## src/rtl/axil_reg_ctrl.sv

```systemverilog
// axil_reg_ctrl: AXI-Lite slave that sequences host MMIO accesses into
// single-cycle register-file strobes. Exactly one transaction is in flight,
// writes take priority over reads, and out-of-range or misaligned addresses
// are answered with SLVERR.
// Build option: define AXIL_REG_CTRL_STRB_EN to forward wstrb to reg_wstrb and
// suppress reg_wen for an all-zero strobe. Left undefined, wstrb is ignored and
// every write is presented with reg_wstrb = 4'hF.
module axil_reg_ctrl #(
  parameter int NUM_REGS = 16,
  localparam int IW = $clog2(NUM_REGS)
) (
  input  logic          clk,
  input  logic          reset,
  input  logic          awvalid,
  output logic          awready,
  input  logic [31:0]   awaddr,
  input  logic          wvalid,
  output logic          wready,
  input  logic [31:0]   wdata,
  input  logic [3:0]    wstrb,
  output logic          bvalid,
  input  logic          bready,
  output logic [1:0]    bresp,
  input  logic          arvalid,
  output logic          arready,
  input  logic [31:0]   araddr,
  output logic          rvalid,
  input  logic          rready,
  output logic [1:0]    rresp,
  output logic [31:0]   rdata,
  output logic          reg_wen,
  output logic [IW-1:0] reg_waddr,
  output logic [31:0]   reg_wdata,
  output logic [3:0]    reg_wstrb,
  output logic          reg_ren,
  output logic [IW-1:0] reg_raddr,
  input  logic [31:0]   reg_rdata
);

  typedef enum logic [2:0] {
    IDLE, WR_EXEC, WR_RESP, RD_EXEC, RD_WAIT, RD_RESP
  } state_t;

  localparam logic [31:0] ADDR_LIMIT  = 32'(NUM_REGS * 4);
  localparam logic [1:0]  RESP_OKAY   = 2'b00;
  localparam logic [1:0]  RESP_SLVERR = 2'b10;

  state_t          state_reg;
  logic            aw_held_reg, w_held_reg;
  logic [31:0]     awaddr_reg, wdata_reg;
  logic            wr_err_reg, rd_ok_reg;
  logic            awready_reg, wready_reg;
  logic            bvalid_reg, rvalid_reg;
  logic [1:0]      bresp_reg, rresp_reg;
  logic [31:0]     rdata_reg;
  logic            reg_wen_reg, reg_ren_reg;
  logic [IW-1:0]   reg_waddr_reg, reg_raddr_reg;
  logic [31:0]     reg_wdata_reg;
  logic [3:0]      reg_wstrb_reg;

  // In range means inside the register window and word aligned.
  function automatic logic addr_ok(input logic [31:0] a);
    return (a < ADDR_LIMIT) && (a[1:0] == 2'b00);
  endfunction

  // awready/wready are only ever high in IDLE, so a handshake implies IDLE.
  logic aw_hs, w_hs, ar_hs, wr_go;
  assign aw_hs = awvalid && awready_reg;
  assign w_hs  = wvalid && wready_reg;
  // Reads are offered only when no write half is held or being presented.
  assign arready = awready_reg && wready_reg && !awvalid && !wvalid && !reset;
  assign ar_hs   = arvalid && arready;
  assign wr_go   = (aw_held_reg || aw_hs) && (w_held_reg || w_hs);

  // Effective write fields: this cycle's handshake if any, else the held copy.
  logic [31:0] wr_addr_eff, wr_data_eff;
  logic        wr_ok_eff, wr_fire;
  logic [3:0]  wr_strb_out;
  assign wr_addr_eff = aw_hs ? awaddr : awaddr_reg;
  assign wr_data_eff = w_hs ? wdata : wdata_reg;
  assign wr_ok_eff   = addr_ok(wr_addr_eff);

`ifdef AXIL_REG_CTRL_STRB_EN
  logic [3:0] wstrb_reg;
  assign wr_strb_out = w_hs ? wstrb : wstrb_reg;
  assign wr_fire     = wr_ok_eff && (wr_strb_out != 4'h0);
`else
  logic unused_wstrb;
  assign unused_wstrb = ^wstrb;
  assign wr_strb_out  = 4'hF;
  assign wr_fire      = wr_ok_eff;
`endif

  // Transaction sequencer: channel capture, strobe generation and responses.
  always_ff @(posedge clk) begin
    if (reset) begin
      state_reg     <= IDLE;
      aw_held_reg   <= 1'b0;
      w_held_reg    <= 1'b0;
      awaddr_reg    <= '0;
      wdata_reg     <= '0;
      wr_err_reg    <= 1'b0;
      rd_ok_reg     <= 1'b0;
      awready_reg   <= 1'b0;
      wready_reg    <= 1'b0;
      bvalid_reg    <= 1'b0;
      rvalid_reg    <= 1'b0;
      bresp_reg     <= RESP_OKAY;
      rresp_reg     <= RESP_OKAY;
      rdata_reg     <= '0;
      reg_wen_reg   <= 1'b0;
      reg_ren_reg   <= 1'b0;
      reg_waddr_reg <= '0;
      reg_raddr_reg <= '0;
      reg_wdata_reg <= '0;
      reg_wstrb_reg <= '0;
`ifdef AXIL_REG_CTRL_STRB_EN
      wstrb_reg     <= '0;
`endif
    end else begin
      // Strobes are single-cycle pulses.
      reg_wen_reg <= 1'b0;
      reg_ren_reg <= 1'b0;
      case (state_reg)
        IDLE: begin
          if (aw_hs) begin
            aw_held_reg <= 1'b1;
            awaddr_reg  <= awaddr;
          end
          if (w_hs) begin
            w_held_reg <= 1'b1;
            wdata_reg  <= wdata;
`ifdef AXIL_REG_CTRL_STRB_EN
            wstrb_reg  <= wstrb;
`endif
          end
          if (wr_go) begin
            state_reg   <= WR_EXEC;
            awready_reg <= 1'b0;
            wready_reg  <= 1'b0;
            wr_err_reg  <= !wr_ok_eff;
            reg_wen_reg <= wr_fire;
            if (wr_fire) begin
              reg_waddr_reg <= wr_addr_eff[IW+1:2];
              reg_wdata_reg <= wr_data_eff;
              reg_wstrb_reg <= wr_strb_out;
            end
          end else if (ar_hs) begin
            state_reg   <= RD_EXEC;
            awready_reg <= 1'b0;
            wready_reg  <= 1'b0;
            rd_ok_reg   <= addr_ok(araddr);
            reg_ren_reg <= addr_ok(araddr);
            if (addr_ok(araddr)) begin
              reg_raddr_reg <= araddr[IW+1:2];
            end
          end else begin
            awready_reg <= !(aw_held_reg || aw_hs);
            wready_reg  <= !(w_held_reg || w_hs);
          end
        end
        WR_EXEC: begin
          aw_held_reg <= 1'b0;
          w_held_reg  <= 1'b0;
          bvalid_reg  <= 1'b1;
          bresp_reg   <= wr_err_reg ? RESP_SLVERR : RESP_OKAY;
          state_reg   <= WR_RESP;
        end
        WR_RESP: begin
          if (bready) begin
            bvalid_reg  <= 1'b0;
            awready_reg <= 1'b1;
            wready_reg  <= 1'b1;
            state_reg   <= IDLE;
          end
        end
        RD_EXEC: begin
          state_reg <= RD_WAIT;
        end
        RD_WAIT: begin
          // reg_rdata answers the strobe issued in RD_EXEC.
          rdata_reg  <= rd_ok_reg ? reg_rdata : 32'h0;
          rresp_reg  <= rd_ok_reg ? RESP_OKAY : RESP_SLVERR;
          rvalid_reg <= 1'b1;
          state_reg  <= RD_RESP;
        end
        RD_RESP: begin
          if (rready) begin
            rvalid_reg  <= 1'b0;
            awready_reg <= 1'b1;
            wready_reg  <= 1'b1;
            state_reg   <= IDLE;
          end
        end
        default: state_reg <= IDLE;
      endcase
    end
  end

  assign awready   = awready_reg;
  assign wready    = wready_reg;
  assign bvalid    = bvalid_reg;
  assign bresp     = bresp_reg;
  assign rvalid    = rvalid_reg;
  assign rresp     = rresp_reg;
  assign rdata     = rdata_reg;
  assign reg_wen   = reg_wen_reg;
  assign reg_waddr = reg_waddr_reg;
  assign reg_wdata = reg_wdata_reg;
  assign reg_wstrb = reg_wstrb_reg;
  assign reg_ren   = reg_ren_reg;
  assign reg_raddr = reg_raddr_reg;

endmodule

```

## config.mk

```make
export PLATFORM = sky130hd
export DESIGN_NAME = axil_reg_ctrl
export DESIGN_NICKNAME = d
export VERILOG_FILES = /design/src/rtl/axil_reg_ctrl.sv
export SDC_FILE = /design/constraint.sdc
export NUM_CORES = 1
export LEC_CHECK = 0
export CAP_MARGIN = 20
export CORE_ASPECT_RATIO = 2
export CORE_MARGIN = 4
export CORE_UTILIZATION = 49
export CTS_BUF_LIST = sky130_fd_sc_hd__clkbuf_4 sky130_fd_sc_hd__clkbuf_8 sky130_fd_sc_hd__clkbuf_16
export DETAILED_ROUTE_END_ITERATION = 8
export GPL_ROUTABILITY_DRIVEN = 1
export PLACE_DENSITY = 0.88
export REMOVE_ABC_BUFFERS = 1
export SLEW_MARGIN = 20
export SYNTH_ARGS = -nofsm -noshare
export SYNTH_HDL_FRONTEND = slang
export SYNTH_SLANG_ARGS = --single-unit
```

## constraint.sdc

```tcl
create_clock -name clk -period 2.7 [get_ports clk]
set_input_delay 0.54 -clock clk [delete_from_list [all_inputs] [get_ports clk]]
set_output_delay 0.54 -clock clk [all_outputs]
set_load 0.1 [all_outputs]
```

Word-level counts from Yosys, hierarchy flattened
Cells that the tools add are included.
{"block": "word_totals", "in_bits": 139, "regBits": 154, "word_cells": 98, "out_inout_bits": 87}
{"block": "op_classes", "n_bitwise": 3, "mux": 26, "n_eq_ne": 10, "n_lt_le_gt_ge": 2, "reduce_logical": 37}
{"operator": "32-bit two-way mux", "n": 3}
{"operator": "32-bit by 7-bit < comparator with 1-bit output, second input constant", "n": 2}
{"operator": "3-bit case mux with 6 select lines", "n": 1}
{"operator": "3-bit two-way mux", "n": 4}
{"operator": "3-bit AND reduction", "n": 4}
{"operator": "1-bit logical AND", "n": 10}
{"operator": "1-bit two-way mux", "n": 10}
{"operator": "2-bit AND reduction", "n": 5}
{"operator": "2-bit != test, second input constant", "n": 4}
{"operator": "1-bit case mux with 2 select lines", "n": 4}
{"operator": "3-bit by 2-bit equality test with 1-bit output, second input constant", "n": 2}
{"operator": "3-bit equality test, second input constant", "n": 2}
{"operator": "1-bit logical NOT", "n": 6}
{"operator": "1-bit case mux with 3 select lines", "n": 2}
{"operator": "2-bit nonzero test", "n": 3}
{"operator": "2-bit logical NOT", "n": 2}
{"operator": "2-bit two-way mux", "n": 2}
{"operator": "4-bit AND reduction", "n": 1}
{"operator": "4-bit OR reduction", "n": 1}
{"operator": "3-bit by 1-bit equality test with 1-bit output, second input constant", "n": 1}
{"operator": "3-bit logical NOT", "n": 1}
{"operator": "3-bit != test, second input constant", "n": 1}
{"operator": "1-bit NOT", "n": 3}
{"operator": "3-bit nonzero test", "n": 1}
{"operator": "other kinds (2)", "n": 3}

Depth between registers and ports, before layout
{"block": "depth", "word_depth": 8, "depth_mapped": 7, "mapped_depth_nobuf": 5}

Worst setup path after synthesis
Ideal clock, no wire load.
{"block": "synth_timing", "path_type": "reg-to-reg", "start": "reg awready_reg (netlist: awready)", "end": "reg state_reg[0]", "path_buffers": 0, "t_arrival_ps": 4956, "required_time_ps": 2630, "period_less_slack_ps": 5026, "setup_time_ps": 70, "path_stages_with_launch": 6, "setup_slack_ps": -2326, "path_cell_list": "dfxtp_1 -> nand2_1 -> nor4_1 -> a21oi_1 -> or3_1 -> a21oi_1"}
{"block": "synth_via", "elab_chain_cells": 7, "word_cells_on_any_way": 12, "classes_between": "eq/ne (1); mux (2); reduce/logical (9)"}
{"item": "from (decl)", "line_no": "52", "text": "logic awready_reg, wready_reg;"}
{"item": "from (signal assigned)", "line_no": "158", "text": "awready_reg <= !(aw_held_reg || aw_hs);"}
{"item": "1-bit logical AND (4 in series)", "line_no": "71", "text": "assign arready = awready_reg && wready_reg && !awvalid && !wvalid && !reset;"}
{"item": "named net arready", "line_no": "25", "text": "output logic arready,"}
{"item": "1-bit logical AND", "line_no": "72", "text": "assign ar_hs = arvalid && arready;"}
{"item": "3-bit != test (no line)"}
{"item": "3-bit AND reduction (no line)"}
{"item": "to (signal assigned)", "line_no": "97", "text": "state_reg <= IDLE;"}
{"item": "to (signal assigned)", "line_no": "138", "text": "state_reg <= WR_EXEC;"}
{"item": "to (signal assigned)", "line_no": "149", "text": "state_reg <= RD_EXEC;"}
{"item": "to (decl)", "line_no": "48", "text": "state_t state_reg;"}
The timed path passes the listed nets, and every way through them passes these cells.
A chain may end at the register's enable or synchronous reset.

Worst setup path after layout
{"block": "layout_timing", "start": "in awvalid", "end": "out arready"}
{"block": "layout_via", "elab_chain_cells": 4}
{"item": "from (decl)", "line_no": "14", "text": "input logic awvalid,"}
{"item": "1-bit logical NOT", "line_no": "71"}
{"item": "1-bit logical AND (3 in series)", "line_no": "71"}
{"item": "to (decl)", "line_no": "25"}
No other way between the ends.

==> impl_metrics.py <==
metrics = {
    "setup_path": {
        "critPathBufInv": 3,
        "crit_path_cell_trace": "clkdlybuf4s50_1 -> nor4_1 -> buf_4 -> buf_12",
        "cp_slowest_cell": "clkdlybuf4s50_1",
        "path_delay_family": "buffers and inverters",
        "arrival_ns": 1.87,
        "critPathKind": "input pin to primary output",
        "cp-end-kind": "primary output",
        "critPathMaxStageDelay_ns": 0.53,
        "crit_required_ns": 2.16,
        "reg2regPathDepth": 6,
        "worst-path-max-fanout": 6,
        "critPathLaunchType": "input pin",
        "path_depth": 4,
    },
    "route": {
        "drc_errors": 0,
        "first_pass_iters": 5,
        "drt_wl_total_um": 18400,
        "drt_iter0_drc": 225,
        "routedWlPerCell_um": 16.9,
        "ant_nets": 0,
        "route.vias.total": 5879,
        "routed_via_density": 5.42,
    },
    "yosys": {
        "synthCells": 725,
        "synth_edf_count": 0,
        "yosysWarnings": 0,
        "synth.distinct_cells": 40,
        "ys_ff_latch": 152,
        "synth.cell_area_mm2": 0.00642,
        "synth_seq_area_share": 0.474,
        "ys.flop_type": "dfxtp_1",
        "async_flop_share": 0,
        "synth_area_per_cell_um2": 8.86,
    },
    "pwr": {
        "seq_power_share": 0.345,
        "powerDensity_mw_per_mm2": 860,
        "p_sw_frac": 0.359,
        "vdd_ir_drop_max_mv": 0.725,
        "combPwrFrac": 0.331,
        "p_switching_uw": 2820,
        "power_leakage_uw": 0.00351,
        "pwr-share-clk": 0.324,
        "power.internal_uw": 5030,
    },
    "placement": {
        "place_inst": 1054,
        "portBuffers": 219,
        "hpwl_um": 13200,
        "routabilityCongestion": 0.815,
    },
    "floorplan": {
        "die_w_um": 88.9,
        "start_util": 0.506,
        "rows": 58,
        "dieArea_mm2": 0.0151,
        "coreArea_mm2": 0.0127,
        "die_height_um": 170,
        "ios": 226,
    },
    "grt": {
        "grt_pass1_vias": 5928,
        "grt.overflow.total": 0,
        "groute.usage.overall": 0.242,
        "antenna_found_initial": 1,
        "grt_max_degree": 83,
        "grt_pass1_wl_um": 28500,
    },
    "cts": {
        "cts_root_buf": "clkbuf_16",
        "cts_setup_buffers": 0,
        "clk_latency_ns": 0.41,
        "postCtsResizedCells": 0,
        "cts_tree": "built",
        "clock_sinks": 152,
        "clockBufferDepth": 2,
        "hold_buffers": 0,
        "h-tree-depth": 4,
        "clk_pin_slew_ns": 0.06,
        "numCtsBuffers": 17,
    },
    "timing": {
        "hold_violations": 0,
        "relSlewSlack": 0.332,
        "skew_ns": 0.0106,
        "setup_viol": 0,
        "fin_crit_sh": 0.891,
        "rsz0062_at_grt": "no",
        "fmax_mhz": 416,
        "maxSlewViolCount": 0,
        "fin_crit_ns": 2.41,
        "tightest_slew_ns": 1.00,
    },
    "worst_hold_path": {
        "min_path_cells": 2,
        "hold_path_class": "input pin to flip-flop",
    },
    "cells_and_area": {
        "num-nets-final": 1062,
        "final_util": 0.719,
        "drive_gt1_frac": 0.228,
        "fillers": 978,
        "area.growth.synth_to_final_pct": 42.2,
        "fin_cells": 1085,
    },
    "run_status": {
        "status": "finished, final reports clean",
    },
    "flow_run": {
        "cap_violations": 0,
    },
}
==> synth_stat cells (all sizes together) (2+ instances only) <==
master | instances | share of area
clkbuf | 33 | 0.019
a211oi | 38 | 0.067
nor4 | 22 | 0.027
a21oi | 146 | 0.13
nand2 | 175 | 0.10
nand4 | 2 | 0.0019
buf | 29 | 0.035
nor3 | 3 | 0.0041
nor2 | 17 | 0.011
dfxtp | 152 | 0.47
inv | 3 | 0.0018
mux2i | 40 | 0.062
nand2b | 3 | 0.0029
a31oi | 2 | 0.0019
o21ai | 5 | 0.0045
nand4b | 2 | 0.0074
nor2b | 2 | 0.0019
or3 | 2 | 0.0027
nand3 | 39 | 0.030
==> worst paths after layout <==
kind	start	end	slack, ns
max	awvalid	arready	0.29
min	reset	reg_wdata[5]	0.44
max reg2reg	awaddr_reg[30]	reg_waddr[3]	0.76
min reg2reg	rdata[28]	rdata[28]	0.45
==> power by group through the flow <==
stage	registers, µW	clock network (µW)	logic, µW
detailed placement	2750	0	2590
floorplan	3200	0	1200
global route	2740	2690	2780
CTS	2710	2580	2610
finish	2710	2540	2590
global placement	2740	0	2560
==> layout by cell type (no fill, tap or decap), drive strengths merged, types with 3 or more instances in the layout <==
| cell type | n |
|---|---|
| a211oi | 38 |
| a21oi | 146 |
| buf | 107 |
| bufinv | 5 |
| clkbuf | 18 |
| clkdlybuf4s50 | 133 |
| clkinv | 4 |
| dfxtp | 152 |
| inv | 4 |
| mux2i | 40 |
| nand2 | 175 |
| nand2b | 3 |
| nand3 | 39 |
| nor2 | 17 |
| nor3 | 3 |
| nor4 | 22 |
| o21ai | 5 |
==> cell families after synthesis <==
| family | Yosys count | synth area share |
|---|---|---|
| buffers and inverters | 65 | 0.0557 |
| AOI/OAI and AO/OA | 196 | 0.212 |
| and+or+nand+nor | 271 | 0.196 |
| other | 1 | 0.000584 |
| muxes | 40 | 0.0624 |
| DFF | 152 | 0.474 |
==> area by class of cell <==
class / instances / area [µm²] / area share
antenna: 1 / 2.50 / 0.000274
clock buffer: 18 / 433 / 0.0474
clock inverter: 12 / 201 / 0.0221
inverter: 3 / 11.3 / 0.00123
multi-input combinational: 509 / 3040 / 0.333
sequential: 152 / 3040 / 0.333
tap: 150 / 188 / 0.0206
timing repair buffer: 240 / 2210 / 0.242
==> per-stage QoR <==
step                      setup slack (ns)  instance area (µm²)  hold WS (ns)  power (µW)  setup TNS (ns)
final                                0.293                 9130         0.443        7850               0
after global routing                 0.215                 9130         0.427        8210               0
after CTS                            0.273                 9120         0.428        7900               0
after detailed placement             0.118                 8490         0.444        5340               0
after global placement               0.126                 8490         0.439        5300               0
after floorplan                      -2.33                 6080         0.430        4400         -102.83
==> routing by layer <==
layer  up-vias  routed length (µm)  GRT usage
met5         -                   0          0
met4         0                 754      0.123
met3        45                 823     0.0494
met2       160               10200      0.450
met1      2749                6570      0.245
li1       2925                   -          -
Note: power is estimated with default switching activity, not from simulation.
